## src/rtl/eth_tx_framer.sv

```systemverilog
// Ethernet TX framer: preamble + SFD, optional zero pad to MIN_FRAME_LEN (macro ETH_TX_PAD_EN), CRC-32 FCS, inter-frame gap.
// Latency: preamble starts the clock after leaving IDLE; 8 bytes of preamble/SFD precede the first data byte.
// Backpressure: one output register that advances when empty or mac_tx_ready_in; input ready only in DATA and only on advance.
module eth_tx_framer #(
`ifdef ETH_TX_PAD_EN
    parameter int MIN_FRAME_LEN = 60,
`endif
    parameter int IFG_CYCLES    = 12,
    parameter int PREAMBLE_LEN  = 7
) (
    input  logic       logic_clk,
    input  logic       logic_rst,
    input  logic [7:0] trans_tnet_data_in,
    input  logic       trans_tnet_valid_in,
    output logic       trans_tnet_ready_out,
    input  logic       trans_tnet_last_in,
    output logic [7:0] mac_tx_data_out,
    output logic       mac_tx_valid_out,
    input  logic       mac_tx_ready_in,
    output logic       mac_tx_last_out,
    output logic       mac_tx_underrun_out
);
    localparam logic [31:0] CRC_POLY = 32'hEDB8_8320;

    typedef enum logic [2:0] {
        IDLE, PREAMBLE, SFD, DATA, FCS, IFG
`ifdef ETH_TX_PAD_EN
        , PAD
`endif
    } state_t;

    state_t      state, state_nxt;
    logic [31:0] crc, crc_nxt, fcs_word;
    logic [10:0] byte_cnt;
    logic [7:0]  pre_cnt, ifg_cnt;
    logic [1:0]  fcs_cnt;
    logic        adv, ld_en, ld_last, crc_en, cnt_inc, frm_clr;
    logic        pre_inc, fcs_inc, ifg_inc, ifg_clr, underrun_nxt;
    logic [7:0]  ld_dat;

    function automatic logic [31:0] crc_step(input logic [31:0] c, input logic [7:0] d);
        logic [31:0] r;
        r = c ^ {24'd0, d};
        for (int i = 0; i < 8; i++)
            r = r[0] ? ((r >> 1) ^ CRC_POLY) : (r >> 1);
        return r;
    endfunction

    assign adv      = !mac_tx_valid_out || mac_tx_ready_in;
    assign fcs_word = ~crc;
    assign crc_nxt  = crc_step(crc, ld_dat);

    always_ff @(posedge logic_clk) begin
        if (logic_rst) state <= IDLE;
        else           state <= state_nxt;
    end

    always_comb begin
        state_nxt            = state;
        ld_en                = 1'b0;
        ld_dat               = 8'h00;
        ld_last              = 1'b0;
        crc_en               = 1'b0;
        cnt_inc              = 1'b0;
        frm_clr              = 1'b0;
        pre_inc              = 1'b0;
        fcs_inc              = 1'b0;
        ifg_inc              = 1'b0;
        ifg_clr              = 1'b0;
        underrun_nxt         = 1'b0;
        trans_tnet_ready_out = 1'b0;
        case (state)
            IDLE: begin
                if (trans_tnet_valid_in) begin
                    frm_clr   = 1'b1;
                    state_nxt = PREAMBLE;
                end
            end
            PREAMBLE: begin
                if (adv) begin
                    ld_en   = 1'b1;
                    ld_dat  = 8'h55;
                    pre_inc = 1'b1;
                    if (pre_cnt == 8'(PREAMBLE_LEN - 1)) state_nxt = SFD;
                end
            end
            SFD: begin
                if (adv) begin
                    ld_en     = 1'b1;
                    ld_dat    = 8'hD5;
                    state_nxt = DATA;
                end
            end
            DATA: begin
                trans_tnet_ready_out = adv;
                if (adv && trans_tnet_valid_in) begin
                    ld_en   = 1'b1;
                    ld_dat  = trans_tnet_data_in;
                    crc_en  = 1'b1;
                    cnt_inc = 1'b1;
                    if (trans_tnet_last_in) begin
`ifdef ETH_TX_PAD_EN
                        if ({21'd0, byte_cnt} + 32'd1 < 32'(MIN_FRAME_LEN)) state_nxt = PAD;
                        else                                               state_nxt = FCS;
`else
                        state_nxt = FCS;
`endif
                    end
                end else if (adv) begin
                    underrun_nxt = 1'b1;
                end
            end
`ifdef ETH_TX_PAD_EN
            PAD: begin
                if (adv) begin
                    ld_en   = 1'b1;
                    crc_en  = 1'b1;
                    cnt_inc = 1'b1;
                    if ({21'd0, byte_cnt} + 32'd1 >= 32'(MIN_FRAME_LEN)) state_nxt = FCS;
                end
            end
`endif
            FCS: begin
                if (adv) begin
                    ld_en   = 1'b1;
                    ld_dat  = fcs_word[{fcs_cnt, 3'b000} +: 8];
                    fcs_inc = 1'b1;
                    if (fcs_cnt == 2'd3) begin
                        ld_last   = 1'b1;
                        state_nxt = IFG;
                    end
                end
            end
            IFG: begin
                // IDLE and the first PREAMBLE cycle supply the last two idle cycles of the gap.
                if (!mac_tx_valid_out) begin
                    ifg_inc = 1'b1;
                    if (ifg_cnt == 8'(IFG_CYCLES - 3)) begin
                        ifg_clr   = 1'b1;
                        state_nxt = IDLE;
                    end
                end
            end
            default: state_nxt = IDLE;
        endcase
    end

    always_ff @(posedge logic_clk) begin
        if (logic_rst) begin
            mac_tx_data_out     <= 8'h00;
            mac_tx_valid_out    <= 1'b0;
            mac_tx_last_out     <= 1'b0;
            mac_tx_underrun_out <= 1'b0;
            crc                 <= 32'hFFFF_FFFF;
            byte_cnt            <= 11'd0;
            pre_cnt             <= 8'd0;
            fcs_cnt             <= 2'd0;
            ifg_cnt             <= 8'd0;
        end else begin
            mac_tx_underrun_out <= underrun_nxt;
            if (adv) begin
                mac_tx_valid_out <= ld_en;
                mac_tx_data_out  <= ld_dat;
                mac_tx_last_out  <= ld_last;
            end
            if (frm_clr) begin
                crc      <= 32'hFFFF_FFFF;
                byte_cnt <= 11'd0;
                pre_cnt  <= 8'd0;
                fcs_cnt  <= 2'd0;
            end else begin
                if (crc_en)                        crc      <= crc_nxt;
                if (cnt_inc && byte_cnt != 11'h7FF) byte_cnt <= byte_cnt + 11'd1;
                if (pre_inc)                       pre_cnt  <= pre_cnt + 8'd1;
                if (fcs_inc)                       fcs_cnt  <= fcs_cnt + 2'd1;
            end
            if (ifg_inc) ifg_cnt <= ifg_clr ? 8'd0 : ifg_cnt + 8'd1;
        end
    end
endmodule
```

## config.mk

```make
export PLATFORM = sky130hd
export DESIGN_NAME = eth_tx_framer
export DESIGN_NICKNAME = d
export VERILOG_FILES = /design/src/rtl/eth_tx_framer.sv
export SDC_FILE = /design/constraint.sdc
export NUM_CORES = 1
export LEC_CHECK = 0
export CORE_MARGIN = 4
export CORE_UTILIZATION = 45
export DETAILED_ROUTE_END_ITERATION = 8
export GPL_TIMING_DRIVEN = 0
export PLACE_DENSITY = 0.66
export SYNTH_ARGS = -nofsm -noshare
export SYNTH_HDL_FRONTEND = slang
export SYNTH_SLANG_ARGS = --single-unit
```

## constraint.sdc

```tcl
create_clock -name logic_clk -period 3.45 [get_ports logic_clk]
set_clock_uncertainty 0.1 [all_clocks]
set_input_delay 1.035 -clock logic_clk [delete_from_list [all_inputs] [get_ports logic_clk]]
set_output_delay 1.035 -clock logic_clk [all_outputs]
set_load 0.02 [all_outputs]
```

==> results.py <==
metrics = {
    "routing": {
        "ant_nets": 0,
        "wirelength_um": 9580,
        "wl_per_cell_um": 17.7,
        "vias": 2972,
        "drtIter0Drc": 175,
        "drtPass1Iterations": 4,
        "drt-met1-wl_um": 4240,
        "routed.top_layer": "met4",
        "viasPerCell": 5.50,
        "drc": 0,
        "wl_met2_um": 4440,
        "route.met3.wl_um": 730,
    },
    "setup_path": {
        "path_class": "in2reg",
        "cp.arrival_ns": 3.29,
        "crit_path_max_fanout": 10,
        "worstPathRequired_ns": 3.59,
        "end_kind": "register",
        "cp-start-kind": "input pin",
    },
    "clock_network": {
        "clk_pin_slew_ns": 0.08,
        "cts_tree": "yes",
        "cts-buffers-inserted": 9,
        "htreeDepth": 3,
        "hold_buffers": 0,
        "clk-insertion-delay-late_ns": 0.34,
        "cts_buffer_depth": 2,
        "root_buffer": "clkbuf_8",
        "cts_sinks": 64,
    },
    "floorplanning": {
        "dieArea_um2": 10100,
        "coreArea_um2": 8260,
        "rows": 33,
        "die_width_um": 100,
        "die_y_um": 100,
        "io_pins": 25,
        "start_util_pct": 46.5,
    },
    "synthesis": {
        "synth_top_cells_by_area": "dfxtp_1, xnor2_1, xnor3_1",
        "yosysSeqAreaShare_pct": 33.4,
        "synth_nets": 388,
        "synth_top_area_share_pct": 33.4,
        "yosysWarnings": 0,
        "syn_area_per_cell_um2": 10.4,
        "synth.largest_area_cell": "dfxtp_1",
        "synthesis.area_um2": 3840,
        "async_flop_share_pct": 0,
        "synthFlopType": "dfxtp_1",
        "ys_types": 48,
        "postSynthCellCount": 370,
        "ys_seq_elements": 64,
        "synth_edf_count": 0,
    },
    "sta": {
        "finalSetupViolCount": 0,
        "final.min_clock_period_ns": 3.15,
        "fin_crit_sh_pct": 91.2,
        "clock.fmax_mhz": 318,
        "report.final.slew_viol_count": 0,
        "rsz0062_at_grt": "no",
        "worst_pin_slew_ns": 0.748,
        "relSlewSlack_pct": 49.7,
        "hold_viol": 0,
    },
    "outcome": {
        "status": "complete, no violations",
    },
    "pwr": {
        "power_leakage_uw": 0.00198,
        "powerDensity_nw_per_um2": 957,
        "ir_drop_v": 0.000408,
    },
    "hold_path": {
        "min_path_type": "reg2reg",
    },
    "layout": {
        "layout_commonest_cell": "dfxtp_1",
        "fin_area_um2": 4790,
        "synthToLayoutAreaGrowth_pct": 24.8,
        "fin_nets": 448,
        "nFillCells": 701,
        "stdcell_count": 540,
        "diodes": 0,
        "final_cell_mix": "dfxtp_1, nand2_1, xnor2_1, nor2_1, a21oi_1",
        "layout-drive-gt1-share_pct": 19.3,
    },
    "global_routing": {
        "grt_use_total_pct": 20.1,
        "grt_max_degree": 11,
        "antenna_found_initial": 0,
        "grt_pass1_vias": 2966,
        "grt_overflow": 0,
        "grt_pass1_wl_um": 15600,
    },
    "place": {
        "place.gp.congestion": 0.816,
        "port_buffers": 23,
        "dp_hpwl_um": 6370,
        "place_area_um2": 4200,
        "dpl.cell_count": 498,
    },
    "run": {
        "maxCapViolCount": 0,
    },
}
[final timing paths]
| path | depth (start not counted) | end | slack, ns | start |
|---|---|---|---|---|
| max reg2reg | 9 | crc[17]$_SDFFE_PP1P_ | 0.49 | fcs_cnt[0]$_SDFFE_PP0P_ |
| min | 2 | mac_tx_data_out[5]$_SDFFE_PP0N_ | 0.35 | mac_tx_data_out[5]$_SDFFE_PP0N_ |
| min reg2reg | 2 | mac_tx_data_out[5]$_SDFFE_PP0N_ | 0.35 | mac_tx_data_out[5]$_SDFFE_PP0N_ |
| max | 12 | crc[17]$_SDFFE_PP1P_ | 0.30 | mac_tx_ready_in |
[report_power, final]
| part | switching [µW] | total, µW | internal [µW] |
|---|---|---|---|
| clock network | 298 | 670 | 372 |
| logic | 1310 | 3060 | 1740 |
| registers | 50.4 | 857 | 806 |
[flip-flops by register name, summed over array words and instances, names as in the netlist]
name                 count
ifg_cnt                  8
fcs_cnt                  2
mac_tx_data_out          8
crc                     32
mac_tx_valid_out         1
mac_tx_underrun_out      1
mac_tx_last_out          1
state                    3
pre_cnt                  8
[synthesized netlist by cell type, types with 4 or more instances]
library cell and count:
a21oi_1 30, buf_4 4, clkbuf_1 13, dfxtp_1 64, ha_1 5, inv_1 5
mux4_2 5, nand2_1 36, nand3_1 5, nand4_1 4, nor2_1 30, nor3_1 12
o211ai_1 19, o21ai_0 10, xnor2_1 38, xnor2_2 5, xnor2_4 7, xnor3_1 14
xor2_1 14
[what timing repair did]
item	in CTS	in global routing
gates cloned	0	0
pin swaps	13	5
gates resized for setup	21	10
setup endpoints to repair	28	17
setup buffers	21	5
[layer usage]
layer	vias to the layer above	GRT usage [%]
met5	-	0
met2	101	31.8
met3	13	4.59
met1	1427	27.1
li1	1431	-
met4	0	6.94
[critical path: stages]
cell,delay [ns]
dlymetal6s2s_1,0.15
nor2b_4,0.12
buf_6,0.14
buf_4,0.22
nor3_1,0.08
a21oi_1,0.37
xnor2_4,0.14
buf_12,0.16
buf_4,0.14
xnor2_1,0.19
xnor3_1,0.33
o22a_1,0.21
[cell type report]
class / instances / area, µm² / share of cell area, %
buffer: 22 / 121 / 2.54
clock buffer: 13 / 159 / 3.32
clock inverter: 3 / 40.0 / 0.836
inverter: 5 / 18.8 / 0.392
multi-input combinational: 279 / 2530 / 53.0
sequential: 64 / 1280 / 26.8
tap: 105 / 131 / 2.74
timing repair buffer: 49 / 500 / 10.5
[kinds of logic after synthesis]
group | Yosys count | synth area share (%)
buffers and inverters | 27 | 3.65
flip-flops | 64 | 33.4
AO/OA/AOI/OAI | 79 | 13.5
AND/OR/NAND/NOR | 105 | 13.5
multiplexers | 9 | 5.25
adder cells (fa/ha/maj) | 5 | 1.63
XOR/XNOR | 81 | 29.1
[stage by stage]
| stage | hold slack [ns] | util (%) | setup WS (ns) | total power (µW) | setup TNS [ns] |
|---|---|---|---|---|---|
| floorplan | 0.356 | - | 0.0676 | 2950 | 0 |
| global placement | 0.344 | 50.8 | -1.07 | 3350 | -19.37 |
| detailed placement | 0.346 | 50.8 | -1.08 | 3380 | -19.65 |
| CTS | 0.355 | 56.7 | -0.00560 | 4350 | -0.00969 |
| global route | 0.387 | 58.0 | 0.189 | 4810 | 0 |
| finish | 0.353 | 58.0 | 0.304 | 4580 | 0 |
No activity file was read; power rests on OpenSTA's default activity.
